==> src/rtl/rtc_alrm_pkg.sv <==
// Shared types for the RTC alarm scheduler: FSM state encoding and the per-slot record.
// Slot fields are sized for the widest supported counter; bits above CNT_WIDTH stay zero.
package rtc_alrm_pkg;

    localparam int CNT_W_MAX = 64;

    typedef enum logic {
        ST_IDLE = 1'b0,
        ST_SCAN = 1'b1
    } state_t;

    typedef struct packed {
        logic                 en;
        logic [CNT_W_MAX-1:0] cmp;
        logic [CNT_W_MAX-1:0] period;
    } slot_t;

endpackage

==> src/rtl/rtc_alrm_cmp.sv <==
// Shared alarm comparator: equality of the snapshot against one slot, plus the reloaded compare value.
// RTC_ALRM_PERIODIC_EN adds cmp+period reload on a match when period is non-zero.
module rtc_alrm_cmp
    import rtc_alrm_pkg::*;
#(
    parameter int CNT_WIDTH = 32
) (
    input  logic [CNT_WIDTH-1:0] snap,
    input  slot_t                slot,
    output logic                 match,
    output logic [CNT_W_MAX-1:0] next_cmp
);

    logic [CNT_W_MAX-1:0] snap_ext;

    assign snap_ext = CNT_W_MAX'(snap);
    assign match    = slot.en && (snap_ext == slot.cmp);

`ifdef RTC_ALRM_PERIODIC_EN
    logic [CNT_W_MAX-1:0] cmp_mask;

    // Keeps the reload wrapping modulo 2^CNT_WIDTH
    assign cmp_mask = {CNT_W_MAX{1'b1}} >> (CNT_W_MAX - CNT_WIDTH);
    assign next_cmp = (slot.period != '0) ? ((slot.cmp + slot.period) & cmp_mask) : slot.cmp;
`else
    logic unused_period;

    assign unused_period = ^slot.period;
    assign next_cmp      = slot.cmp;
`endif

endmodule

==> src/rtl/rtc_alrm_sched.sv <==
// RTC alarm scheduler: on each tick, scans all slots one per cycle through a single comparator.
// Optional periodic reload is enabled with the RTC_ALRM_PERIODIC_EN macro.
//
// state | meaning
// IDLE  | waiting for tick_i or a queued tick; configuration accepted here
// SCAN  | comparing snap against slot[ptr], one slot per cycle
module rtc_alrm_sched
    import rtc_alrm_pkg::*;
#(
    parameter int SLOT_NUM  = 4,
    parameter int CNT_WIDTH = 32
) (
    input  logic                        clk_i,
    input  logic                        rst_i,
    input  logic [CNT_WIDTH-1:0]        cnt_i,
    input  logic                        tick_i,
    input  logic                        cfg_valid_i,
    output logic                        cfg_ready_o,
    input  logic [$clog2(SLOT_NUM)-1:0] cfg_slot_i,
    input  logic                        cfg_en_i,
    input  logic [CNT_WIDTH-1:0]        cfg_cmp_i,
    input  logic [CNT_WIDTH-1:0]        cfg_period_i,
    input  logic                        ack_valid_i,
    input  logic [$clog2(SLOT_NUM)-1:0] ack_slot_i,
    output logic [SLOT_NUM-1:0]         pend_o,
    output logic                        irq_o,
    output logic                        busy_o,
    output logic                        ovr_o
);

    localparam int PTR_W = $clog2(SLOT_NUM);

    state_t               state_q, state_d;
    logic [PTR_W-1:0]     ptr_q;
    logic [CNT_WIDTH-1:0] snap_q;
    logic                 tick_pend_q;
    logic                 ovr_q;
    logic                 irq_q;
    logic [SLOT_NUM-1:0]  pend_q, pend_d;
    slot_t                slots [SLOT_NUM];

    logic                 start, scanning, last_slot;
    logic                 cfg_fire, cfg_in_range, ack_in_range;
    logic                 match;
    logic [CNT_W_MAX-1:0] next_cmp;

    assign last_slot    = (ptr_q == PTR_W'(SLOT_NUM - 1));
    assign cfg_in_range = (32'(cfg_slot_i) < SLOT_NUM);
    assign ack_in_range = (32'(ack_slot_i) < SLOT_NUM);

    always_ff @(posedge clk_i) begin
        if (rst_i) state_q <= ST_IDLE;
        else       state_q <= state_d;
    end

    always_comb begin
        state_d = state_q;
        case (state_q)
            ST_IDLE: if (tick_i || tick_pend_q) state_d = ST_SCAN;
            ST_SCAN: if (last_slot)             state_d = ST_IDLE;
            default:                            state_d = ST_IDLE;
        endcase
    end

    always_comb begin
        busy_o      = (state_q == ST_SCAN);
        scanning    = (state_q == ST_SCAN);
        start       = (state_q == ST_IDLE) && (tick_i || tick_pend_q);
        cfg_ready_o = (state_q == ST_IDLE) && !tick_pend_q && !tick_i && !rst_i;
        cfg_fire    = cfg_ready_o && cfg_valid_i;
    end

    rtc_alrm_cmp #(.CNT_WIDTH(CNT_WIDTH)) u_cmp (
        .snap     (snap_q),
        .slot     (slots[ptr_q]),
        .match    (match),
        .next_cmp (next_cmp)
    );

    // A scan hit takes priority over an ack or config clear to the same slot
    always_comb begin
        pend_d = pend_q;
        if (cfg_fire && cfg_in_range)  pend_d[cfg_slot_i] = 1'b0;
        if (ack_valid_i && ack_in_range) pend_d[ack_slot_i] = 1'b0;
        if (scanning && match)         pend_d[ptr_q] = 1'b1;
    end

    always_ff @(posedge clk_i) begin
        if (rst_i) begin
            ptr_q       <= '0;
            snap_q      <= '0;
            tick_pend_q <= 1'b0;
            ovr_q       <= 1'b0;
            irq_q       <= 1'b0;
            pend_q      <= '0;
            for (int i = 0; i < SLOT_NUM; i++) slots[i] <= '0;
        end else begin
            irq_q  <= |pend_q;
            pend_q <= pend_d;
            if (start) begin
                snap_q      <= cnt_i;
                ptr_q       <= '0;
                tick_pend_q <= 1'b0;
            end else if (scanning) begin
                ptr_q <= last_slot ? '0 : ptr_q + 1'b1;
                if (tick_i) begin
                    if (tick_pend_q) ovr_q       <= 1'b1;
                    else             tick_pend_q <= 1'b1;
                end
            end
            if (cfg_fire && cfg_in_range) begin
                slots[cfg_slot_i].en  <= cfg_en_i;
                slots[cfg_slot_i].cmp <= CNT_W_MAX'(cfg_cmp_i);
`ifdef RTC_ALRM_PERIODIC_EN
                slots[cfg_slot_i].period <= CNT_W_MAX'(cfg_period_i);
`endif
            end
            if (scanning && match) slots[ptr_q].cmp <= next_cmp;
        end
    end

`ifndef RTC_ALRM_PERIODIC_EN
    logic unused_cfg_period;

    assign unused_cfg_period = ^cfg_period_i;
`endif

    assign pend_o = pend_q;
    assign irq_o  = irq_q;
    assign ovr_o  = ovr_q;

endmodule

==> config.mk <==
export PLATFORM = sky130hd
export DESIGN_NAME = rtc_alrm_sched
export DESIGN_NICKNAME = d
export VERILOG_FILES = /design/src/rtl/rtc_alrm_pkg.sv /design/src/rtl/rtc_alrm_cmp.sv /design/src/rtl/rtc_alrm_sched.sv
export SDC_FILE = /design/constraint.sdc
export NUM_CORES = 1
export LEC_CHECK = 0
export BUFFER_PORTS_ARGS = -buffer_cell sky130_fd_sc_hd__buf_2
export CAP_MARGIN = 20
export CORE_ASPECT_RATIO = 1.2
export CORE_MARGIN = 4
export CORE_UTILIZATION = 30
export DETAILED_ROUTE_END_ITERATION = 12
export HOLD_SLACK_MARGIN = 0.06
export MAX_ROUTING_LAYER = met4
export SYNTH_ARGS = -nofsm -noshare
export SYNTH_HDL_FRONTEND = slang
export SYNTH_SLANG_ARGS = --single-unit
==> constraint.sdc <==
create_clock -name clk_i -period 6.12 [get_ports clk_i]
set_input_delay 1.224 -clock clk_i [delete_from_list [all_inputs] [get_ports clk_i]]
set_output_delay 1.224 -clock clk_i [all_outputs]
set_load 0.02 [all_outputs]
==> parameters.txt <==
Parameter                              Value

Die
  Chip width    200.0 µm
  Number of core rows    84
  Die ar.    ~48000 µm²
  Ports placed on the boundary    114
  Initial Util    a little under a third
  Area of the placeable core    between 40000 and 50000 µm²
  Height of the chip    238.4 µm

Worst setup path
  WS Path Type    flip-flop to flip-flop
  Reg2Reg Setup Slack    1.68 ns
  Data required time of the worst path    approximately 6.3 ns
  Signal arrival time at the worst endpoint    4.64 ns
  Worst setup path end    slots[1][60]$_SDFFCE_PN0P_
  Endpoint of the worst register-to-register path    slots[1][60]$_SDFFCE_PN0P_
  Startpoint kind of the worst setup timing path    flip-flop
  CP Capture Type    flip-flop
  Largest fanout on the critical path    51
  Depth of the most critical reg-to-reg path    9

Power and ir drop
  Switching power share of the total    22.70%
  Net Sw Power    between 1 and 1.5 mW
  Total power divided by cell area    285.0 nW/µm²
  Static Leak    5.531 nW
  Part of the total power dissipated in sequential elements    54.5%
  Clk network pwr share    38.6%
  Max rail drop VDD    approximately 170 µV
  Internal power contribution    3.436 mW
  Combinational fraction of design power    a little under 7%

Logic synthesis
  Number of library cell types mapped by synthesis    between 60 and 70
  Number of synthesized register bits    304
  Adder-Cell Fraction of Synth Area    0.3772%
  Number of synthesized flops with an enable pin    between 200 and 300
  Async SR Flop Fraction    0%
  Xor and xnor area share after synthesis    ~1.7%
  Proportion of synthesized chip area in sequential cells    65.48%
  Synthesized area per cell    13.43 µm²
  Synthesized-area fraction occupied by ao, oa, aoi and oai cells    10.38%
  Leading cell types by total area after synthesis    edfxtp_1 59%, dfxtp_1 6.6%, a22oi_1 5.5%, nand2_1 4.3%, mux4_2 2.9%
  Cells after Synth    988
  Post-Synthesis Cell Area    around 13000 µm²
  Main synth FF type    edfxtp_1
  Total of warnings raised by yosys    0
  Simple-gate portion of the synthesized area    12.57%
  Cell type contributing the most total cell area after synthesis    edfxtp_1
  Proportion of netlist area held by the largest area contributor    58.85%
  Main combinational cell family by area after synthesis    simple AND/OR/NAND/NOR gates
  Multiplexer area fraction after synthesis    about 6.3%

Timing
  Worst max-slew margin expressed relative to the limit    35.63%
  Maximum achievable frequency    between 200 and 250 MHz
  Largest clock skew in the final design    0.02946 ns
  Final Hold Fails    0
  Post-layout min period    4.440 ns
  Final-layout worst hold slack    about 0.46 ns
  PnR worst setup slack    1.680 ns
  Slew at the pin with the worst max-slew slack    0.9655 ns
  Final cycle utilization of the critical path    slightly above 70%
  Number of endpoints failing setup at the final stage    0
  Pins over their slew limit    0
  RSZ-0062 raised after global routing    false
  Setup TNS after final layout    0 ns

CTS
  Insertion delay to the later sink of the worst-skew pair    0.57 ns
  Post-CTS setup buffers    0
  Clock tree from TritonCTS    built
  Clock transition time at the flip-flop clock pins of the worst setup and hold paths    0.06 ns
  Clk root buf    clkbuf_16
  Clock buffers created by TritonCTS    30
  Sink count of the clock tree    304
  Count of hold buffers inserted by post-cts repair    0
  Number of buffers between clock root and the deepest sink    3
  Number of gates resized after cts    0
  H-tree depth reported by CTS    1

Final layout
  Count of nets after finishing    about 1300
  Filler-free cell count of the finished design    1764
  Synthesis-to-layout area growth    17.55%
  Area of all placed cells without fillers    ~16000 µm²
  Antenna diodes    0
  Multi-input gate area    4677 µm²
  Share of cells above drive strength 1    15.85%
  Register Area    8693 µm²
  Layout filler cell count    4181

Placement
  Post-placement cell count    1710
  Worst Setup Slack post-DPL    1.632 ns
  Detailed Place HPWL    around 21 mm
  Final Wtd Congestion    0.8962
  Port buffer count    81
  Placement Cell Area    14690 µm²

Drt
  Post-detailed-routing wire length    33.83 mm
  Number of DRC markers in iteration 0    between 600 and 700
  Vias per Instance    between 5 and 6
  Detailed-route via count    8839
  Routed wire length per instance    about 19 µm
  DRC violation count after routing    0
  Antenna Nets Post-Route    0
  DRT Pass-1 Iters    7

Global routing
  First-pass GRT wire length    51.18 mm
  Global-route usage over all layers    14.33%
  Gr ovfl total    0
  Vias in the first global route    8879
  Maximum number of pins on one net before global-route repair    65
  Number of antenna violations at the first check in global routing    0

Status
  Outcome    finished clean

Job
  Maxcap violations    0

Min path
  Type of the most critical hold path    flip-flop to flip-flop
state kept, by name, summed over array words and instances, names as in the netlist, named ones only:
register     count
busy_o           1
irq_o            1
ovr_o            1
pend_o           4
ptr_q            2
slots          260
snap_q          32
tick_pend_q      1
power by group through the flow:
stage | Clock (mW) | Combinational [mW] | Sequential, mW
after floorplan | 0 | 0.203 | 2.45
after global placement | 0 | 0.305 | 2.46
after detailed placement | 0 | 0.306 | 2.47
after CTS | 1.75 | 0.308 | 2.42
after global routing | 1.83 | 0.337 | 2.43
final | 1.72 | 0.306 | 2.42
critical path, stage by stage, from the launching register on:
cell and delay, ns:
dfxtp_4 0.82, buf_4 0.37, mux4_2 0.36, xnor2_1 0.39, nand4_1 0.15, or4b_4 0.54
a2111oi_4 0.53, nand4_4 0.15, nand3b_1 0.14, buf_4 0.55
per-layer routing:
metal  wire length (µm)  GRT usage, %  up-vias  part of all wire [%]
li1                   -             -     4112                     -
met1              13180         17.11     4335                    39
met2              17550         24.91      314                    52
met3               2038         1.582       78                   6.0
met4               1074         5.312        0                   3.2
met5                  0             -        -                     0
kinds of logic after synthesis:
| kind of cell | Yosys count |
|---|---|
| AND/OR/NAND/NOR | 323 |
| flip-flops | 304 |
| AO/OA/AOI/OAI | 200 |
| buffers and inverters | 77 |
| multiplexers | 54 |
| XOR/XNOR | 25 |
| adder cells (fa/ha/maj) | 4 |
| other | 1 |
stage by stage:
stage / power (mW) / util (%)
2_1_floorplan: 2.651 / -
3_3_place_gp: 2.765 / 33.51
3_5_place_dp: 2.773 / 33.51
4_1_cts: 4.483 / 35.59
5_1_grt: 4.601 / 35.59
6_report: 4.445 / 35.59
cell usage after synthesis, types with 3 or more instances:
| library cell | instances |
|---|---|
| edfxtp_1 | 260 |
| nand2_1 | 153 |
| a22oi_1 | 97 |
| a21oi_1 | 46 |
| dfxtp_1 | 44 |
| nand4_1 | 40 |
| clkbuf_1 | 37 |
| o21ai_0 | 29 |
| nor3_1 | 25 |
| nor4_1 | 25 |
| nor2_1 | 20 |
| xnor2_1 | 18 |
| mux2i_1 | 17 |
| mux4_2 | 17 |
| mux2_2 | 15 |
| buf_6 | 13 |
| buf_2 | 11 |
| nor3b_1 | 11 |
| inv_1 | 10 |
| nand2b_1 | 7 |
| nand3_1 | 6 |
| xor2_1 | 6 |
| and3_1 | 5 |
| o2bb2ai_1 | 5 |
| and3b_1 | 4 |
| ha_1 | 4 |
| mux4_1 | 4 |
| nand3b_1 | 4 |
| a211oi_1 | 3 |
| and2_1 | 3 |
| buf_4 | 3 |
| o32ai_1 | 3 |
| or3_1 | 3 |
| or4_1 | 3 |
worst min path at each step:
stage / from / to / depth (start not counted)
6_report: snap_q[0]$_SDFFE_PP0P_ / snap_q[0]$_SDFFE_PP0P_ / 2
5_1_grt: snap_q[0]$_SDFFE_PP0P_ / snap_q[0]$_SDFFE_PP0P_ / 2
4_1_cts: snap_q[25]$_SDFFE_PP0P_ / snap_q[25]$_SDFFE_PP0P_ / 2
3_5_place_dp: snap_q[0]$_SDFFE_PP0P_ / snap_q[0]$_SDFFE_PP0P_ / 2
3_3_place_gp: ovr_o$_SDFFE_PP0P_ / ovr_o$_SDFFE_PP0P_ / 2
2_1_floorplan: snap_q[10]$_SDFFE_PP0P_ / snap_q[10]$_SDFFE_PP0P_ / 2
placed cells by master, fill, tap and decap left out, types with 5 or more instances in the layout:
cell type	instances
dfxtp_1	42
a22oi_1	97
mux2i_1	17
clkinv_2	5
xnor2_1	18
nor2_1	19
and3_1	5
inv_1	10
nor3b_1	11
clkbuf_16	31
mux2_2	15
buf_4	20
nand2b_1	7
clkinv_1	9
clkbuf_1	6
nor3_1	25
nor4_1	25
a21oi_1	45
o2bb2ai_1	5
buf_2	81
o21ai_0	29
mux4_2	17
conb_1	128
edfxtp_1	260
nand4_1	40
xor2_1	6
nand3_1	6
nand2_1	153
layout make-up:
type	count	share of cell area, %
repair buffers	102	3.690
multi-input cells	734	29.99
clock buffers	37	5.118
flip-flops and latches	304	55.74
inverters	11	0.2647
well taps	559	4.485
clock inverters	17	0.7140
Power figures use the tool's default switching activity.
